### src/rtl/serial_receiver_pkg.sv
// Shared serial definitions: baud default and receiver FSM states, visible to RTL and benches.
package serial_receiver_pkg;

    // 48 MHz clock at 115200 baud
    localparam int unsigned DEFAULT_CLOCKS_PER_BIT = 417;

    typedef enum logic [2:0] {
        IDLE,
        START,
        DATA,
        STOP,
        BREAK
    } rx_state_t;

endpackage

### src/rtl/input_synchronizer.sv
// Two-flop synchronizer for an asynchronous level input, with a configurable reset value.
module input_synchronizer #(
    parameter logic RESET_VALUE = 1'b1
) (
    input  logic clock,
    input  logic reset,
    input  logic async_in,
    output logic sync_out
);

    logic meta_q;

    always_ff @(posedge clock or posedge reset) begin
        if (reset) begin
            meta_q   <= RESET_VALUE;
            sync_out <= RESET_VALUE;
        end else begin
            meta_q   <= async_in;
            sync_out <= meta_q;
        end
    end

endmodule

### src/rtl/serial_receiver.sv
// 8N1 UART receiver: mid-bit sampling, LSB-first assembly, one-entry valid/ready output buffer.
module serial_receiver
    import serial_receiver_pkg::*;
#(
    parameter int unsigned CLOCKS_PER_BIT = DEFAULT_CLOCKS_PER_BIT
) (
    input  logic       clock,
    input  logic       reset,
    input  logic       serial_rx,
    output logic [7:0] rx_data,
    output logic       rx_data_valid,
    input  logic       rx_data_ready,
    output logic       rx_overrun,
    output logic       rx_framing_error
);

    localparam int unsigned HALF = CLOCKS_PER_BIT / 2;
    localparam int unsigned CW   = $clog2(CLOCKS_PER_BIT);

    localparam logic [CW-1:0] HALF_LAST = CW'(HALF - 1);
    localparam logic [CW-1:0] BIT_LAST  = CW'(CLOCKS_PER_BIT - 1);

    logic            rx_sync;
    rx_state_t       state_q, state_d;
    logic [CW-1:0]   count_q, count_d;
    logic [2:0]      bit_index_q, bit_index_d;
    logic [7:0]      shift_q, shift_d;
    logic            half_point;
    logic            bit_end;
    logic            deliver;
    logic            frame_error;

    input_synchronizer #(
        .RESET_VALUE (1'b1)
    ) u_rx_sync (
        .clock    (clock),
        .reset    (reset),
        .async_in (serial_rx),
        .sync_out (rx_sync)
    );

    assign half_point = (count_q == HALF_LAST);
    assign bit_end    = (count_q == BIT_LAST);

    always_ff @(posedge clock or posedge reset) begin
        if (reset) begin
            state_q <= IDLE;
        end else begin
            state_q <= state_d;
        end
    end

    always_comb begin
        state_d = state_q;
        unique case (state_q)
            IDLE: begin
                if (!rx_sync) begin
                    state_d = START;
                end
            end
            START: begin
                // A start bit that is high at mid-point was a glitch
                if (half_point) begin
                    state_d = rx_sync ? IDLE : DATA;
                end
            end
            DATA: begin
                if (bit_end && (bit_index_q == 3'd7)) begin
                    state_d = STOP;
                end
            end
            STOP: begin
                if (bit_end) begin
                    state_d = rx_sync ? IDLE : BREAK;
                end
            end
            BREAK: begin
                if (rx_sync) begin
                    state_d = IDLE;
                end
            end
            default: begin
                state_d = IDLE;
            end
        endcase
    end

    always_comb begin
        count_d     = '0;
        bit_index_d = bit_index_q;
        shift_d     = shift_q;
        deliver     = 1'b0;
        frame_error = 1'b0;
        unique case (state_q)
            IDLE: begin
                count_d = '0;
            end
            START: begin
                if (half_point) begin
                    bit_index_d = '0;
                end else begin
                    count_d = count_q + 1'b1;
                end
            end
            DATA: begin
                if (bit_end) begin
                    shift_d     = {rx_sync, shift_q[7:1]};
                    bit_index_d = bit_index_q + 1'b1;
                end else begin
                    count_d = count_q + 1'b1;
                end
            end
            STOP: begin
                if (bit_end) begin
                    deliver     = rx_sync;
                    frame_error = !rx_sync;
                end else begin
                    count_d = count_q + 1'b1;
                end
            end
            BREAK: begin
                count_d = '0;
            end
            default: begin
                count_d = '0;
            end
        endcase
    end

    always_ff @(posedge clock or posedge reset) begin
        if (reset) begin
            count_q          <= '0;
            bit_index_q      <= '0;
            shift_q          <= '0;
            rx_data          <= 8'h00;
            rx_data_valid    <= 1'b0;
            rx_overrun       <= 1'b0;
            rx_framing_error <= 1'b0;
        end else begin
            count_q          <= count_d;
            bit_index_q      <= bit_index_d;
            shift_q          <= shift_d;
            rx_overrun       <= 1'b0;
            rx_framing_error <= frame_error;
            if (deliver) begin
                // A same-edge consume frees the slot for the new byte
                if (!rx_data_valid || rx_data_ready) begin
                    rx_data       <= shift_q;
                    rx_data_valid <= 1'b1;
                end else begin
                    rx_overrun <= 1'b1;
                end
            end else if (rx_data_valid && rx_data_ready) begin
                rx_data_valid <= 1'b0;
            end
        end
    end

endmodule
### config.mk
export PLATFORM = sky130hd
export DESIGN_NAME = serial_receiver
export DESIGN_NICKNAME = d
export VERILOG_FILES = /design/src/rtl/serial_receiver_pkg.sv /design/src/rtl/input_synchronizer.sv /design/src/rtl/serial_receiver.sv
export SDC_FILE = /design/constraint.sdc
export NUM_CORES = 1
export LEC_CHECK = 0
export CAP_MARGIN = 0
export CORE_ASPECT_RATIO = 1.25
export CORE_MARGIN = 3
export CORE_UTILIZATION = 50
export DETAILED_ROUTE_END_ITERATION = 10
export MAX_ROUTING_LAYER = met4
export PLACE_DENSITY_LB_ADDON = 0.08
export SLEW_MARGIN = 25
export SYNTH_ARGS = -nofsm -noshare
export SYNTH_HDL_FRONTEND = slang
export SYNTH_SLANG_ARGS = --single-unit
### constraint.sdc
create_clock -name clock -period 3 [get_ports clock]
set_input_delay 0.6 -clock clock [delete_from_list [all_inputs] [get_ports clock]]
set_output_delay 0.6 -clock clock [all_outputs]
set_load 0.01 [all_outputs]
**Word-level counts from Yosys, hierarchy flattened**

Cells that the tools add are included.

- Latch bits: 0
- RAM bits: 0
- Bits in read-only memories: 0
- Memories kept: 0
- Input bits: 4
- Output and inout port bits: 11
- Bits in registers: 36

- Div/mod/pow operators: 0
- Equality and inequality tests: 14
- $mul: 0
- Add/subtract/negate cells: 2
- Reduce and logical (&&, ||, !) cells: 14
- Magnitude comparators: 0
- Muxes and demuxes: 23
- Bitwise gates (word level): 0
- Shifts and indexed selects: 0

Operators with widths:

| kind | count |
|---|---|
| 3-bit two-way mux | 8 |
| 9-bit two-way mux | 2 |
| 9-bit one-hot mux with 2 select lines | 1 |
| 3-bit one-hot mux with 5 select lines | 1 |
| 2-bit inequality test, second input constant | 5 |
| 9-bit by 1-bit adder with 9-bit output, second input constant | 1 |
| 9-bit by 8-bit equality test with 1-bit output, second input constant | 1 |
| 9-bit equality test, second input constant | 1 |
| 1-bit two-way mux | 9 |
| 3-bit by 2-bit equality test with 1-bit output, second input constant | 2 |
| 3-bit equality test, second input constant | 2 |
| 3-bit one-hot mux with 2 select lines | 1 |
| 2-bit AND reduction | 3 |
| 5-bit AND reduction | 1 |
| 2-bit by 1-bit inequality test with 1-bit output, second input constant | 2 |
| 2-bit nonzero test | 2 |
| 3-bit by 1-bit adder with 3-bit output, second input constant | 1 |
| 3-bit by 1-bit equality test with 1-bit output, second input constant | 1 |
| 3-bit logical NOT | 1 |
| 3-bit AND reduction | 1 |
| 1-bit logical AND | 2 |
| 1-bit logical NOT | 2 |
| 2-bit two-way mux | 1 |
| 2-bit OR reduction | 1 |
| 1-bit logical OR | 1 |

**Longest topological paths before layout**

- Depth after elaboration: 5
- Mapped depth: 8
- Mapped depth without buffers: 6

**Cells and area by module**

Synthesis repeated with hierarchy kept, for this count alone.

- Cells, all modules: 128
- Area, all modules: 1614.0 um^2

By module, submodules not included:

| module | area an instance (um^2) | times used | cells an instance |
|---|---|---|---|
| serial_receiver | 1557.7 | 1 | 125 |
| input_synchronizer | 56.3 | 1 | 3 |

**Least setup slack after synthesis**

OpenSTA, ideal clock, no wires.

- Path kind: register -> register
- Start: reg count_q[0]
- End: reg rx_data[0]
- Cell stages (with the launch flop): 8
- Setup time: 0.125 ns
- Path slack: 0.955 ns
- Arrival time: 1.921 ns
- Path through: dfrtp_1 inv_1 ha_1 nand4bb_1 or2_1 clkbuf_1 nor4b_4 mux2_2

- Word-level cells in the longest chain between the ends: 4

Ends and longest elaborated chain:

| element | line | RTL |
|---|---|---|
| start: declaration | serial_receiver.sv:25 | `logic [CW-1:0] count_q, count_d;` |
| start signal: assignment | serial_receiver.sv:140 | `count_q <= count_d;` |
| 9-bit equality test | serial_receiver.sv:43 | `assign bit_end = (count_q == BIT_LAST);` |
| 1-bit two-way mux | serial_receiver.sv:114 | `if (bit_end) begin` |
| 1-bit two-way mux | serial_receiver.sv:94 | `unique case (state_q)` |
| 2-bit AND reduction (no line) | n/a |  |
| end signal: assignment | serial_receiver.sv:148 | `rx_data <= shift_q;` |
| end: declaration | serial_receiver.sv:10 | `output logic [7:0] rx_data,` |

No other way between the ends.
A chain may end at the register's enable or synchronous reset.

**Worst setup path after layout**

- Start: reg count_q[0]
- End: reg rx_data[5]

Same word-level chain as after synthesis.

==> impl_metrics.tcl <==
set metrics [dict create \
    ys_async_sr_fraction 1.000 \
    start_util 0.5328 \
    fin_util 0.6208 \
    fmax_mhz 453.4 \
    yosys.cell_types.count 32 \
    final_common_cell "dfrtp_1" \
    hold_violations 0 \
    drt_iter0_markers 22 \
    io_buffers 14 \
    p_leak_nw 0.8722 \
    worstSkewPairLatency_ps 350 \
    die_h_um 68.93 \
    viasPerCell 5.403 \
    globalplace.congestion 0.8024 \
    cts_made_buffers 5 \
    p_clk_frac 0.397 \
    tritoncts "built" \
    tightest_slew_ps 547.8 \
    syn_area_um2 1584 \
    tns_ps 0 \
    synth_flop_cell "dfrtp_1" \
    slew_viol_final 0 \
    dr.pass1.iters 4 \
    seqPwrFrac 0.584 \
    htreeDepth 2 \
    routed_wirelength_mm 2.498 \
    io_pins 15 \
    intPower_w 0.0006674 \
    outcome "completed" \
    dieArea_um2 3884 \
    critical_path_class "reg2reg" \
    drv_cap 0 \
    combPwrFrac 0.019 \
    synth_edf_count 0 \
    antennaDiodeCount 0 \
    timing.final.crit_share 0.7351 \
    p_per_area_nw_per_um2 453.9 \
    grt_antenna_before_repair 0 \
    netSwitchingFraction 0.2033 \
    setup_viol 0 \
    nFillCells 257 \
    root_buffer "clkbuf_4" \
    p_switching_w 0.0001703 \
    rows 22 \
    final_cell_mix "dfrtp_1 (34), nor2_1 (17), mux2_2 (15)" \
    avgSynthCellArea_um2 12.18 \
    clock_path_buffers 2 \
    place_hpwl_mm 1.777 \
    grt_use_total 0.1592 \
    gr-total-overflow 0 \
    cts.sinks 36 \
    ys_warn_count 0 \
    fin_area_um2 1846 \
    grt_max_degree 29 \
    crit_arrival_ps 2440 \
    skew_ps 9.530 \
    endpoint_kind "register" \
    cts_resized 0 \
    pre_cts_ws_ps 766.0 \
    rsz0062_at_grt "no" \
    die_w_um 56.35 \
    wl_per_cell_um 13.43 \
    fp.coreArea_um2 2973 \
    grt_pass1_wl_mm 4.388 \
    maxSlewHeadroom 0.6332 \
    ys_ff_latch 36 \
    critPathMaxFanout 8 \
    synth_fp_nets 138 \
    hp-class "reg2reg" \
    ir_worst_vdd_uv 352.1 \
    fin_nets 157 \
    power.total_w 0.0008377 \
    synth_cells 130 \
    cp_data_required_time_ps 3230 \
    syn2layout_area_growth_pct 16.51 \
    fin_ws_ps 794.7 \
    critPathLaunchType "register" \
    clk_pin_slew_worst_paths_ps 100 \
    vias 1005 \
    post_cts_buffers 0 \
    ant_nets 0 \
    cts-hold-fix-buffers 0 \
    drc 0 \
    drive_gt1_frac 0.1800 \
    placed_area_um2 1769 \
    yosysSeqAreaShare 0.5703 \
    post-route-min-period_ps 2205 \
    grt_pass1_vias 979 \
]
## power groups by stage
stage / registers [W] / clock network (W) / logic (W)
after global routing: 0.000489 / 0.000366 / 0.0000187
after detailed placement: 0.000498 / 0 / 0.0000168
after floorplan: 0.000498 / 0 / 0.00000940
after global placement: 0.000498 / 0 / 0.0000165
final: 0.000489 / 0.000333 / 0.0000161
after CTS: 0.000489 / 0.000345 / 0.0000169
## final cells by class
| type | instances | area (um^2) | share of cell area |
|---|---|---|---|
| repair buffers | 16 | 155.1 | 0.08407 |
| flip-flops and latches | 36 | 903.4 | 0.4895 |
| clock buffers | 6 | 41.29 | 0.02237 |
| clock inverters | 2 | 35.03 | 0.01898 |
| inverters | 5 | 18.77 | 0.01017 |
| multi-input cells | 85 | 646.9 | 0.3505 |
| well taps | 36 | 45.04 | 0.02441 |
## cells by family (layout without fill, tap and decap cells)
kind of cell / after synthesis / after routing / synth area share
xor+xnor: 7 / 7 / 0.03871
simple gates: 48 / 48 / 0.1730
flops: 36 / 36 / 0.5703
buf+inv: 9 / 29 / 0.02133
fa+ha+maj: 4 / 4 / 0.03160
compound gates: 6 / 6 / 0.02528
mux: 20 / 20 / 0.1398
## sequential cells by signal, indices dropped and copies added, names as in the netlist
| signal | flops |
|---|---|
| bit_index_q | 3 |
| count_q | 9 |
| rx_data | 8 |
| rx_data_valid | 1 |
| rx_framing_error | 1 |
| rx_overrun | 1 |
| shift_q | 8 |
| state_q | 3 |
| u_rx_sync.meta_q | 1 |
| u_rx_sync.sync_out | 1 |
## Yosys cell counts, drive strengths merged (2+ instances only)
master	n	area, um^2
nand4	2	12.51
nor2	17	63.81
nand4bb	2	22.52
xnor2	4	35.03
nor2b	4	25.02
dfrtp	34	850.8
and4	2	17.52
nand2b	2	12.51
mux2	17	191.4
ha	4	50.05
xor2	3	26.28
a21oi	2	10.01
nor4b	2	32.53
and2	2	12.51
mux2i	3	30.03
inv	5	18.77
nand3	2	10.01
nand2	7	26.28
clkbuf	4	15.01
dfstp	2	52.55
## critical path: stages, from the launching register on
cell and delay [ps]:
dfrtp_1 430, inv_1 70, ha_1 140, nand4bb_1 140
or2_1 330, nor4b_4 580, mux2_2 400
## per-layer routing
layer,routed length [um],vias to the layer above,GRT usage
li1,-,485,-
met1,1105,487,0.1725
met2,1149,24,0.2456
met3,151,9,0.05214
met4,91,0,0.1217
met5,0,-,-
## final timing paths
check	startpoint	slack, ps	to	cells past startpoint
setup reg to reg	count_q[0]	790	rx_data[5]	6
setup / recovery	count_q[0]	790	rx_data[5]	6
max in group asynchronous	reset	1800	u_rx_sync.meta_q	3
hold reg to reg	u_rx_sync.meta_q	370	u_rx_sync.sync_out	0
min in group asynchronous	reset	500	bit_index_q[0]	2
hold / removal	u_rx_sync.meta_q	370	u_rx_sync.sync_out	0
## per-stage QoR
stage,hold WS (ps),cells
CTS,368.4,186
detailed placement,353.4,178
finish,365.9,186
global route,371.6,186
floorplan,345.2,130
global placement,348.7,178
Power figures use the tool's default switching activity.
